**src/rtl/ac_motor_pwm_deadtime_if.sv**
```systemverilog
// Carrier/duty/direction inputs and gate outputs of one H-bridge PWM stage.
// The master side drives the carrier, reference and direction. The slave side drives the gates.
interface ac_motor_pwm_deadtime_if #(
  parameter int WIDTH = 24
);
  logic signed [WIDTH-1:0] triangle;
  logic signed [WIDTH-1:0] duty;
  logic                    cw_in;
  logic                    ccw_in;
  logic                    lock;
  logic                    a_hi;
  logic                    a_lo;
  logic                    b_hi;
  logic                    b_lo;
  logic                    active;
  logic                    fault;

  modport master (
    output triangle, duty, cw_in, ccw_in, lock,
    input  a_hi, a_lo, b_hi, b_lo, active, fault
  );

  modport slave (
    input  triangle, duty, cw_in, ccw_in, lock,
    output a_hi, a_lo, b_hi, b_lo, active, fault
  );
endinterface

```
**src/rtl/ac_motor_pwm_deadtime.sv**
```systemverilog
// Triangle-compare PWM for one H-bridge. Each leg has its own FSM that inserts
// DEAD_CYCLES of both-off time on every high/low swap.
module ac_motor_pwm_deadtime #(
  parameter int WIDTH       = 24,
  parameter int DEAD_CYCLES = 50,
  parameter int CNT_W       = 8
) (
  input  logic                  clk,
  input  logic                  reset,
  ac_motor_pwm_deadtime_if.slave bus
);
  typedef enum logic [1:0] {S_OFF, S_DT, S_HI, S_LO} state_t;

  localparam logic [CNT_W-1:0] DEAD_LOAD =
      (DEAD_CYCLES < 1) ? CNT_W'(1) : CNT_W'(DEAD_CYCLES);
  localparam logic signed [WIDTH-1:0] MOST_NEG = {1'b1, {(WIDTH-1){1'b0}}};
  localparam logic signed [WIDTH-1:0] MOST_POS = {1'b0, {(WIDTH-1){1'b1}}};

  function automatic logic signed [WIDTH-1:0] sat_neg(input logic signed [WIDTH-1:0] v);
    if (v == MOST_NEG) return MOST_POS;
    return -v;
  endfunction

  logic signed [WIDTH-1:0] triangle_q, duty_q;
  logic                    cw_q, ccw_q, lock_q;
  logic                    fault_reg;

  always_ff @(posedge clk or posedge reset) begin
    if (reset) begin
      triangle_q <= '0;
      duty_q     <= '0;
      cw_q       <= 1'b0;
      ccw_q      <= 1'b0;
      lock_q     <= 1'b0;
      fault_reg  <= 1'b0;
    end else begin
      triangle_q <= bus.triangle;
      duty_q     <= bus.duty;
      cw_q       <= bus.cw_in;
      ccw_q      <= bus.ccw_in;
      lock_q     <= bus.lock;
      fault_reg  <= cw_q & ccw_q;
    end
  end

  logic                    enable;
  logic signed [WIDTH-1:0] ref_val, ref_neg;
  logic signed [WIDTH:0]   ref_x, ref_neg_x, tri_x;
  logic [1:0]              dem;

  // Saturated references are sign-extended one bit so the compare itself cannot wrap.
  always_comb begin
    enable    = !lock_q & (cw_q ^ ccw_q);
    ref_val   = cw_q ? duty_q : sat_neg(duty_q);
    ref_neg   = sat_neg(ref_val);
    ref_x     = {ref_val[WIDTH-1], ref_val};
    ref_neg_x = {ref_neg[WIDTH-1], ref_neg};
    tri_x     = {triangle_q[WIDTH-1], triangle_q};
    dem[0]    = ref_x > tri_x;
    dem[1]    = ref_neg_x > tri_x;
  end

  logic [1:0] hi_next, lo_next, on_next;

  for (genvar gi = 0; gi < 2; gi++) begin : g_leg
    state_t           state_reg, state_next;
    logic [CNT_W-1:0] cnt_reg, cnt_next;
    logic             tgt_reg, tgt_next;

    always_comb begin
      state_next = state_reg;
      cnt_next   = cnt_reg;
      tgt_next   = tgt_reg;
      if (!enable) begin
        state_next = S_OFF;
        cnt_next   = '0;
      end else begin
        case (state_reg)
          S_OFF: begin
            state_next = S_DT;
            tgt_next   = dem[gi];
            cnt_next   = DEAD_LOAD;
          end
          // The count keeps running if the demand flips mid-dead-time; the new target is simply taken at the end.
          S_DT: begin
            tgt_next = dem[gi];
            cnt_next = cnt_reg - CNT_W'(1);
            if (cnt_reg == CNT_W'(1)) begin
              state_next = tgt_next ? S_HI : S_LO;
              cnt_next   = '0;
            end
          end
          S_HI: if (!dem[gi]) begin
            state_next = S_DT;
            cnt_next   = DEAD_LOAD;
          end
          S_LO: if (dem[gi]) begin
            state_next = S_DT;
            cnt_next   = DEAD_LOAD;
          end
          default: state_next = S_OFF;
        endcase
      end
    end

    always_ff @(posedge clk or posedge reset) begin
      if (reset) begin
        state_reg <= S_OFF;
        cnt_reg   <= '0;
        tgt_reg   <= 1'b0;
      end else begin
        state_reg <= state_next;
        cnt_reg   <= cnt_next;
        tgt_reg   <= tgt_next;
      end
    end

    assign hi_next[gi] = (state_next == S_HI);
    assign lo_next[gi] = (state_next == S_LO);
    assign on_next[gi] = (state_next != S_OFF);
  end

  logic [1:0] hi_reg, lo_reg;
  logic       active_reg;

  // Gates are decoded from the next state, so they line up with the state register.
  always_ff @(posedge clk or posedge reset) begin
    if (reset) begin
      hi_reg     <= '0;
      lo_reg     <= '0;
      active_reg <= 1'b0;
    end else begin
      hi_reg     <= hi_next;
      lo_reg     <= lo_next;
      active_reg <= |on_next;
    end
  end

  assign bus.a_hi   = hi_reg[0];
  assign bus.a_lo   = lo_reg[0];
  assign bus.b_hi   = hi_reg[1];
  assign bus.b_lo   = lo_reg[1];
  assign bus.active = active_reg;
  assign bus.fault  = fault_reg;
endmodule

```
**src/flat_wrapper.sv**
```systemverilog
// flat-port wrapper written by rule: the top's interface ports become plain ports
module ac_motor_pwm_deadtime_flat 
#(
  parameter int WIDTH       = 24,
  parameter int DEAD_CYCLES = 50,
  parameter int CNT_W       = 8
)
  (clk, reset, bus_triangle, bus_duty, bus_cw_in, bus_ccw_in, bus_lock, bus_a_hi, bus_a_lo, bus_b_hi, bus_b_lo, bus_active, bus_fault);
  ac_motor_pwm_deadtime_if #(.WIDTH(WIDTH)) bus_i ();
  input  logic clk;
  input  logic reset;
  input wire logic [$bits(bus_i.triangle)-1:0] bus_triangle;
  input wire logic [$bits(bus_i.duty)-1:0] bus_duty;
  input wire logic [$bits(bus_i.cw_in)-1:0] bus_cw_in;
  input wire logic [$bits(bus_i.ccw_in)-1:0] bus_ccw_in;
  input wire logic [$bits(bus_i.lock)-1:0] bus_lock;
  output wire logic [$bits(bus_i.a_hi)-1:0] bus_a_hi;
  output wire logic [$bits(bus_i.a_lo)-1:0] bus_a_lo;
  output wire logic [$bits(bus_i.b_hi)-1:0] bus_b_hi;
  output wire logic [$bits(bus_i.b_lo)-1:0] bus_b_lo;
  output wire logic [$bits(bus_i.active)-1:0] bus_active;
  output wire logic [$bits(bus_i.fault)-1:0] bus_fault;
  assign bus_i.triangle = bus_triangle;
  assign bus_i.duty = bus_duty;
  assign bus_i.cw_in = bus_cw_in;
  assign bus_i.ccw_in = bus_ccw_in;
  assign bus_i.lock = bus_lock;
  assign bus_a_hi = bus_i.a_hi;
  assign bus_a_lo = bus_i.a_lo;
  assign bus_b_hi = bus_i.b_hi;
  assign bus_b_lo = bus_i.b_lo;
  assign bus_active = bus_i.active;
  assign bus_fault = bus_i.fault;
  ac_motor_pwm_deadtime #(.WIDTH(WIDTH), .DEAD_CYCLES(DEAD_CYCLES), .CNT_W(CNT_W)) u_core (.clk(clk), .reset(reset), .bus(bus_i));
endmodule
```
**config.mk**
```make
export PLATFORM = sky130hd
export DESIGN_NAME = ac_motor_pwm_deadtime_flat
export DESIGN_NICKNAME = d
export VERILOG_FILES = /design/src/rtl/ac_motor_pwm_deadtime_if.sv /design/src/rtl/ac_motor_pwm_deadtime.sv /design/src/flat_wrapper.sv
export SDC_FILE = /design/constraint.sdc
export NUM_CORES = 1
export LEC_CHECK = 0
export CAP_MARGIN = 40
export CELL_PAD_IN_SITES_DETAIL_PLACEMENT = 1
export CELL_PAD_IN_SITES_GLOBAL_PLACEMENT = 1
export CORE_ASPECT_RATIO = 0.6
export CORE_UTILIZATION = 35
export CTS_CLUSTER_SIZE = 24
export DETAILED_ROUTE_END_ITERATION = 12
export PLACE_DENSITY = 0.65
export SLEW_MARGIN = 5
export SYNTH_ARGS = -nofsm -noshare
export SYNTH_HDL_FRONTEND = slang
export SYNTH_SLANG_ARGS = --single-unit
```
**constraint.sdc**
```tcl
create_clock -name clk -period 14.2 [get_ports clk]
set_input_delay 1.42 -clock clk [delete_from_list [all_inputs] [get_ports clk]]
set_output_delay 1.42 -clock clk [all_outputs]
set_load 0.1 [all_outputs]
```
==> flow_metrics.env, run 1 <==
export IMPL_status="finished, final reports clean"
export IMPL_slew_headroom_pct=38.1
export IMPL_routedWlPerCell_um=19.7
export IMPL_synth_cell_types=74
export IMPL_drive_above_1_share_pct=8.60
export IMPL_hp_start="u_core.ccw_q"
export IMPL_cpMaxStageDelayCell="a22oi_1"
export IMPL_antenna_found_initial=0
export IMPL_drt_pass1_iterations=4
export IMPL_pin_count=59
export IMPL_synthToLayoutAreaGrowth_pct=21.2
export IMPL_synth_edff_count=0
export IMPL_worst_setup_path_start_kind="flop"
export IMPL_vias=4957
export IMPL_synthCells=625
export IMPL_leakage_nw=2.92
export IMPL_async_flop_share_pct=100
export IMPL_port_buffers=58
export IMPL_synth_warnings=0
export IMPL_grt_pass1_wl_mm=28.2
export IMPL_grt_pass1_vias=5188
export IMPL_p_per_area_nw_per_um2=96.0
export IMPL_numCtsBuffers=9
export IMPL_min_to="u_core.bus.fault"
export IMPL_hold_slack_ns=0.507
export IMPL_netlist_area_sq_um=5590
export IMPL_worstSetupEndpointType="flop"
export IMPL_drt_iter0_drc=287
export IMPL_drc_errors=0
export IMPL_syn_avg_cell_area_sq_um=8.94
export IMPL_period_share_pct=50.3
export IMPL_drv_cap=0
export IMPL_whs_path_depth=1
export IMPL_syn_num_nets=733
export IMPL_die_height_um=99.9
export IMPL_slowest_delay_ns=0.58
export IMPL_gr_total_overflow=0
export IMPL_cts_hold_buf=0
export IMPL_criticalPathCategory="reg -> reg"
export IMPL_dp_cells=873
export IMPL_via_per_inst=5.58
export IMPL_clk_path_buf_depth=2
export IMPL_slew_viol_final=0
export IMPL_min_period_ns=7.14
export IMPL_die_x_um=165
export IMPL_grt_max_degree=50
export IMPL_postCtsSetupRepairBufs=0
export IMPL_cts_resized=0
export IMPL_instances_no_fill=889
export IMPL_grtUsageTotal_pct=22.4
export IMPL_diodes=0
export IMPL_fmax_mhz=140
export IMPL_setup_tns_ns=0
export IMPL_coreArea_sq_um=15500
export IMPL_clock_root_buffer="clkbuf_16"
export IMPL_synth_flop_cell="dfrtp_1"
export IMPL_clock_latency_ns=0.35
export IMPL_initial_core_util_pct=36.2
export IMPL_htree_levels=3
export IMPL_path_max_fanout=19
export IMPL_post_dp_hpwl_mm=13.7
export IMPL_finalHoldViolCount=0
export IMPL_clock_sinks=77
export IMPL_r2r_end="u_core.g_leg[1].cnt_reg[0]"
export IMPL_final_antenna_net_count=0
export IMPL_synth_seq_cells=77
export IMPL_finalSetupViolations=0
export IMPL_required_ns=14.49
export IMPL_fillers=1809
export IMPL_routed_wl_mm=17.5
export IMPL_yosysSeqAreaShare_pct=34.5
export IMPL_die_area_sq_um=16500
export IMPL_hold_path_class="reg -> reg"
export IMPL_worstMarginPinSlew_ns=0.920
export IMPL_r2r_setup_slack_ns=7.06
export IMPL_final_common_cell="dfrtp_1"
export IMPL_cts_tree="done"
export IMPL_rows=35
export IMPL_rr_worst_depth=25
export IMPL_clk_pin_slew_ns=0.06
export IMPL_final_cell_mix="dfrtp_1 (77), clkdlybuf4s50_1 (58), ha_1 (55)"
export IMPL_rr_startpoint="u_core.duty_q[0]"
export IMPL_gp_congestion=0.908
export IMPL_vdd_ir_drop_worst_mv=0.0519
export IMPL_critPathArrivalTime_ns=7.43
export IMPL_rsz0062_at_grt="no"
export IMPL_cp_common_cell="ha_1"
export IMPL_finClkSkew_ns=0.00638
export IMPL_finalNetCount=789
power breakdown:
group          total (mW)  internal [mW]  leakage, nW  switching [mW]
clock network       0.245          0.146        0.148          0.0988
logic               0.159         0.0674         1.82          0.0917
registers           0.247          0.232        0.945          0.0149
total               0.650          0.445         2.92           0.205
cell families after synthesis:
logic type	Yosys count	synth area share, %
xor+xnor	34	5.33
flops	77	34.5
buf+inv	78	5.55
compound gates	137	16.7
mux	5	0.918
simple gates	239	24.7
fa+ha+maj	55	12.3
synthesized netlist by cell type (7+ instances only):
| master | n | area [sq um] |
|---|---|---|
| dfrtp_1 | 77 | 1930 |
| ha_1 | 55 | 688 |
| inv_1 | 55 | 206 |
| nor2_1 | 44 | 165 |
| a21oi_1 | 41 | 205 |
| nand2_1 | 38 | 143 |
| o21ai_0 | 28 | 140 |
| nor3_1 | 23 | 115 |
| nand3_1 | 22 | 110 |
| nand4_1 | 21 | 131 |
| xnor2_1 | 21 | 184 |
| clkbuf_1 | 18 | 67.6 |
| xor2_1 | 13 | 114 |
| nor4_1 | 12 | 75.1 |
| nand2_2 | 10 | 62.6 |
| nor2b_1 | 10 | 62.6 |
| and3_1 | 8 | 50.1 |
| nand2b_1 | 7 | 43.8 |
| o211ai_1 | 7 | 52.6 |
worst max-delay path by stage:
stage,start,to,slack (ns),cells past startpoint
3_3_place_gp,u_core.duty_q[0],u_core.g_leg[1].cnt_reg[0],7.68,25
3_5_place_dp,u_core.duty_q[0],u_core.g_leg[1].cnt_reg[0],7.18,25
4_1_cts,u_core.duty_q[0],u_core.g_leg[1].cnt_reg[0],7.13,25
5_1_grt,u_core.duty_q[0],u_core.g_leg[1].cnt_reg[0],6.61,25
6_report,u_core.duty_q[0],u_core.g_leg[1].cnt_reg[0],7.06,25
2_1_floorplan,u_core.duty_q[0],u_core.g_leg[1].cnt_reg[0],8.52,27
cell type report:
type	instances	area (sq um)	area share, %
timing repair buffer	68	721	10.6
multi-input combinational	470	3350	49.5
clock buffer	11	253	3.73
tap	203	254	3.75
clock inverter	5	58.8	0.868
inverter	55	208	3.07
sequential	77	1930	28.5
layer usage:
metal	vias to the layer above	GRT usage [%]	part of all wire [%]
met5	-	0	0
met4	0	4.80	1.0
met3	14	4.26	7.0
met2	146	30.8	39
met1	2417	35.4	52
li1	2380	-	-
worst max-delay path, delay by kind of cell (launching register included):
family          cells  cell delay, ns
flops               1            0.52
buf+inv             2            0.20
mux                 2            0.80
fa+ha+maj           3            0.88
compound gates      8            1.93
simple gates       10            2.75
through the flow:
stage | utilization [%] | total power, mW | worst slack [ns] | area (sq um)
6_report | 43.8 | 0.650 | 7.06 | 6770
5_1_grt | 43.8 | 0.686 | 6.61 | 6770
4_1_cts | 43.8 | 0.656 | 7.13 | 6770
3_5_place_dp | 41.8 | 0.407 | 7.18 | 6460
3_3_place_gp | 41.0 | 0.397 | 7.68 | 6340
2_1_floorplan | - | 0.351 | 8.52 | 5590
(Power assumes the default switching activity.)
==> run 2, diff against run 1 <==
- clock period: 14.2 -> 7.1 ns (I/O delays scaled with it)
==> run 2 against run 1 <==
Largest cell class unchanged. Design area is 0.67% higher. Register-to-register slack got worse by 6.6 ns. Die area unchanged. Global-route usage about the same. Setup slack worse by 6.6 ns. Clock skew rose by 0.0061 ns. Final cell count rose by 0.45%. Routed wire length up 0.43%. Largest power group is now clock. Hold slack better by 0.012 ns. Clock power up 110%. Sequential power grew 100%. Clock-buffer cell count stayed put.
==> flow_metrics.env, run 2 (synthesized netlist as in run 1, its figures left out) <==
export IMPL_worst_setup_path_start_kind="flop"
export IMPL_required_ns=7.30
export IMPL_path_max_fanout=19
export IMPL_slew_viol_final=0
export IMPL_via_per_inst=5.67
export IMPL_grt_pass1_wl_mm=28.1
export IMPL_intPower_mw=0.910
export IMPL_hold_path_class="reg -> reg"
export IMPL_place_ws_ns=0.343
export IMPL_gp_congestion=0.915
export IMPL_vdd_ir_drop_worst_mv=0.122
export IMPL_coreArea_sq_um=15500
export IMPL_clk_path_buf_depth=2
export IMPL_die_area_sq_um=16500
export IMPL_final_cell_mix="dfrtp_1 (77), clkdlybuf4s50_1 (58), ha_1 (55)"
export IMPL_cts_hold_buf=0
export IMPL_port_buffers=58
export IMPL_cpMaxStageDelayCell="dfrtp_1"
export IMPL_clock_sinks=77
export IMPL_drt_pass1_iterations=5
export IMPL_grtUsageTotal_pct=22.4
export IMPL_clock_latency_ns=0.35
export IMPL_p_switching_mw=0.410
export IMPL_slowest_delay_ns=0.51
export IMPL_die_height_um=99.9
export IMPL_die_x_um=165
export IMPL_antenna_found_initial=0
export IMPL_post_dp_hpwl_mm=13.6
export IMPL_drive_above_1_share_pct=9.13
export IMPL_dpl_cell_area_sq_um=6490
export IMPL_rsz0062_at_grt="no"
export IMPL_clockPowerShare_pct=38.4
export IMPL_cts_resized=0
export IMPL_htree_levels=3
export IMPL_drt_iter0_drc=311
export IMPL_cts_tree="done"
export IMPL_postCtsSetupRepairBufs=0
export IMPL_min_period_ns=6.60
export IMPL_drv_cap=0
export IMPL_gr_total_overflow=0
export IMPL_grt_max_degree=50
export IMPL_drc_errors=0
export IMPL_p_per_area_nw_per_um2=194
export IMPL_slew_headroom_pct=39.0
export IMPL_finalNetCount=793
export IMPL_setup_tns_ns=0
export IMPL_pin_count=59
export IMPL_timing_final_ws_setup_ns=0.499
export IMPL_finClkSkew_ns=0.0125
export IMPL_synthToLayoutAreaGrowth_pct=22.0
export IMPL_rows=35
export IMPL_clk_pin_slew_ns=0.06
export IMPL_critPathArrivalTime_ns=6.80
export IMPL_numCtsBuffers=9
export IMPL_criticalPathCategory="reg -> reg"
export IMPL_leakage_nw=2.94
export IMPL_comb_power_share_pct=24.2
export IMPL_worstMarginPinSlew_ns=0.908
export IMPL_seqPwrFrac_pct=37.5
export IMPL_routed_wl_mm=17.6
export IMPL_total_power_mw=1.32
export IMPL_cp_num_buf_inv=3
export IMPL_finalHoldViolCount=0
export IMPL_final_common_cell="dfrtp_1"
export IMPL_finalSetupViolations=0
export IMPL_final_cell_area_sq_um=6820
export IMPL_clock_root_buffer="clkbuf_16"
export IMPL_status="finished, final reports clean"
export IMPL_cp_common_cell="ha_1"
export IMPL_vias=5061
export IMPL_swShare_pct=31.1
export IMPL_fmax_mhz=151
export IMPL_diodes=0
export IMPL_hold_slack_ns=0.519
export IMPL_worstSetupEndpointType="flop"
export IMPL_fillers=1804
export IMPL_cp_top_family="simple AND/OR/NAND/NOR gates"
export IMPL_period_share_pct=93.0
export IMPL_grt_pass1_vias=5057
export IMPL_final_antenna_net_count=0
export IMPL_routedWlPerCell_um=19.7
export IMPL_initial_core_util_pct=36.2
run 2: changes by cell type in the layout (fill, tap and decap cells not counted), sizes merged:
cell	before	now
bufinv	1	2
buf	10	14
clkinvlp	2	1
run 2: power groups by stage:
stage	Clock, mW	Combinational (mW)	Sequential (mW)
after floorplan	0	0.208	0.494
after global routing	0.542	0.354	0.500
after detailed placement	0	0.314	0.502
after CTS	0.525	0.317	0.494
after global placement	0	0.295	0.501
final	0.507	0.319	0.495
run 2: stage by stage:
step | utilization [%] | std cells
floorplan | - | 625
global placement | 41.2 | 870
detailed placement | 42.0 | 877
CTS | 44.0 | 893
global route | 44.1 | 893
finish | 44.1 | 893
run 2: cell type report:
type                    instances  area (sq um)  area share, %
well taps                     203           254           3.73
clock buffers                  11           233           3.41
clock inverters                 5          85.1           1.25
flip-flops and latches         77          1930           28.3
multi-input cells             470          3360           49.3
inverters                      55           208           3.05
repair buffers                 72           751           11.0
run 2: path summary, 6_finish.rpt:
kind / startpoint / to / slack (ns) / cells past startpoint
hold / removal: u_core.ccw_q / u_core.bus.fault / 0.52 / 1
setup reg to reg: u_core.duty_q[0] / u_core.g_leg[1].cnt_reg[1] / 0.50 / 26
setup / recovery: u_core.duty_q[0] / u_core.g_leg[1].cnt_reg[1] / 0.50 / 26
hold reg to reg: u_core.ccw_q / u_core.bus.fault / 0.52 / 1
min in group asynchronous: reset / u_core.triangle_q[6] / 0.75 / 3
max in group asynchronous: reset / u_core.duty_q[15] / 5.74 / 4
run 2: routing by layer:
layer / track usage, % / routed length, um
met1: 35.7 / 9500
met4: 3.95 / 131
met2: 30.3 / 6960
met3: 4.67 / 987
met5: 0 / 0
==> run 3, diff against run 2 <==
- REMOVE_ABC_BUFFERS: unset -> 1
==> run 3 against run 2 <==
Clock skew fell by 0.0017 ns. Final cell count did not move. Sequential power barely moved. Hold slack got worse by 0.024 ns.
==> flow_metrics.env, run 3 (synthesized netlist as in run 1, its figures left out) <==
export IMPL_status="finished, final reports clean"
export IMPL_coreArea_sq_um=15500
export IMPL_min_period_ns=6.59
export IMPL_required_ns=7.39
export IMPL_numCtsBuffers=9
export IMPL_hold_path_class="reg -> reg"
export IMPL_rows=35
export IMPL_vdd_ir_drop_worst_mv=0.0954
export IMPL_r2r_end="u_core.g_leg[1].cnt_reg[0]"
export IMPL_drc_errors=0
export IMPL_grt_max_degree=55
export IMPL_timing_final_ws_setup_ns=0.505
export IMPL_gp_congestion=0.886
export IMPL_gr_total_overflow=0
export IMPL_initial_core_util_pct=36.2
export IMPL_rr_startpoint="u_core.duty_q[0]"
export IMPL_final_common_cell="dfrtp_1"
export IMPL_clock_root_buffer="clkbuf_16"
export IMPL_port_buffers=58
export IMPL_cp_num_buf_inv=2
export IMPL_finalHoldViolCount=0
export IMPL_synthToLayoutAreaGrowth_pct=21.9
export IMPL_slew_viol_final=0
export IMPL_min_to="u_core.bus.fault"
export IMPL_fmax_mhz=152
export IMPL_diodes=0
export IMPL_rr_worst_depth=24
export IMPL_slowest_delay_ns=0.52
export IMPL_cpMaxStageDelayCell="dfrtp_1"
export IMPL_path_cells="inv_1 > ha_1 > nor2b_1 > nand3_1 > or3_1 > nor2b_1 > o21ai_0 > inv_1 > ha_1 > o2111ai_1 > a32oi_1 > nor3b_2 > nand2_1 > nor4b_4 > and3_1 > nor3_1 > ha_1 > nand4_1 > nor4_1 > o31a_1 > o21ai_0 > a22oi_2 > mux2i_2 > mux2_2"
export IMPL_critPathArrivalTime_ns=6.89
export IMPL_finalNetCount=793
export IMPL_leakage_nw=2.93
export IMPL_finalSetupViolations=0
export IMPL_antenna_found_initial=0
export IMPL_clk_path_buf_depth=2
export IMPL_period_share_pct=92.9
export IMPL_final_cell_mix="dfrtp_1 (77), clkdlybuf4s50_1 (58), ha_1 (55)"
export IMPL_clk_pin_slew_ns=0.07
export IMPL_grt_pass1_wl_mm=28.1
export IMPL_setup_tns_ns=0
export IMPL_place_ws_ns=0.173
export IMPL_path_max_fanout=11
export IMPL_finClkSkew_ns=0.0108
export IMPL_drive_above_1_share_pct=9.57
export IMPL_whs_path_depth=1
export IMPL_cts_tree="done"
export IMPL_total_power_mw=1.30
export IMPL_criticalPathCategory="reg -> reg"
export IMPL_worstSetupEndpointType="flop"
export IMPL_cp_common_cell="ha_1"
export IMPL_post_dp_hpwl_mm=13.8
export IMPL_p_per_area_nw_per_um2=190
export IMPL_drt_pass1_iterations=5
export IMPL_hold_slack_ns=0.495
export IMPL_via_per_inst=5.60
export IMPL_final_antenna_net_count=0
export IMPL_vias=4998
export IMPL_routed_wl_mm=17.6
export IMPL_routedWlPerCell_um=19.7
export IMPL_drv_cap=0
export IMPL_grt_pass1_vias=5049
export IMPL_postCtsSetupRepairBufs=0
export IMPL_clock_sinks=77
export IMPL_die_x_um=165
export IMPL_grtUsageTotal_pct=22.5
export IMPL_worstMarginPinSlew_ns=0.800
export IMPL_worst_setup_path_start_kind="flop"
export IMPL_slew_headroom_pct=46.2
export IMPL_pin_count=59
export IMPL_clock_latency_ns=0.35
export IMPL_htree_levels=3
export IMPL_rsz0062_at_grt="no"
export IMPL_hp_start="u_core.ccw_q"
export IMPL_die_area_sq_um=16500
export IMPL_drt_iter0_drc=345
export IMPL_cp_top_family="simple AND/OR/NAND/NOR gates"
export IMPL_die_height_um=99.9
export IMPL_r2r_setup_slack_ns=0.51
## run 3: worst max-delay path by stage
stage | start | endpoint | slack (ns) | depth (start not counted)
CTS | u_core.duty_q[0] | u_core.g_leg[1].cnt_reg[0] | 0.15 | 25
detailed placement | u_core.duty_q[0] | u_core.g_leg[1].cnt_reg[0] | 0.17 | 25
global route | u_core.duty_q[0] | u_core.g_leg[1].cnt_reg[3] | 0.02 | 24
finish | u_core.duty_q[0] | u_core.g_leg[1].cnt_reg[0] | 0.51 | 24
global placement | u_core.duty_q[0] | u_core.g_leg[1].cnt_reg[0] | 0.64 | 25
floorplan | u_core.duty_q[0] | u_core.g_leg[1].cnt_reg[0] | 1.44 | 25
## run 3: final cells by class
class,count,area (sq um)
inverter,55,208
multi-input combinational,470,3370
clock buffer,9,225
clock inverter,7,75.1
tap,203,254
sequential,77,1930
timing repair buffer,72,761
fill,1765,8640
## run 3: power breakdown
group | internal, mW | total (mW) | switching [mW]
Combinational | 0.137 | 0.323 | 0.186
Clock | 0.274 | 0.479 | 0.205
Sequential | 0.464 | 0.494 | 0.0309
Total | 0.874 | 1.30 | 0.422
## run 3: what timing repair did
item / 4_1_cts / 5_1_grt
hold buffers: 0 / 0
setup endpoints to repair: 0 / 9
gates resized for setup: 0 / 3
## run 3: routing by layer
layer  wire (um)  track usage, %
met4         159            5.29
met1        9410            36.1
met5           0               0
met2        6920            30.3
met3        1080            3.97
## run 3: per-stage QoR
stage	area [sq um]	util (%)	instances
3_3_place_gp	6370	41.2	869
2_1_floorplan	5490	-	602
4_1_cts	6800	44.0	893
6_report	6820	44.1	893
3_5_place_dp	6500	42.1	877
5_1_grt	6820	44.1	893
## run 3: worst reg2reg max path, cell delays in order (launching register included)
cell,delay (ns)
dfrtp_1,0.52
inv_1,0.08
ha_1,0.34
nor2b_1,0.23
nand3_1,0.18
or3_1,0.34
nor2b_1,0.17
o21ai_0,0.13
inv_1,0.11
ha_1,0.24
o2111ai_1,0.13
a32oi_1,0.33
nor3b_2,0.29
nand2_1,0.20
nor4b_4,0.45
and3_1,0.32
nor3_1,0.10
ha_1,0.37
nand4_1,0.22
nor4_1,0.46
o31a_1,0.21
o21ai_0,0.09
a22oi_2,0.40
mux2i_2,0.42
mux2_2,0.22
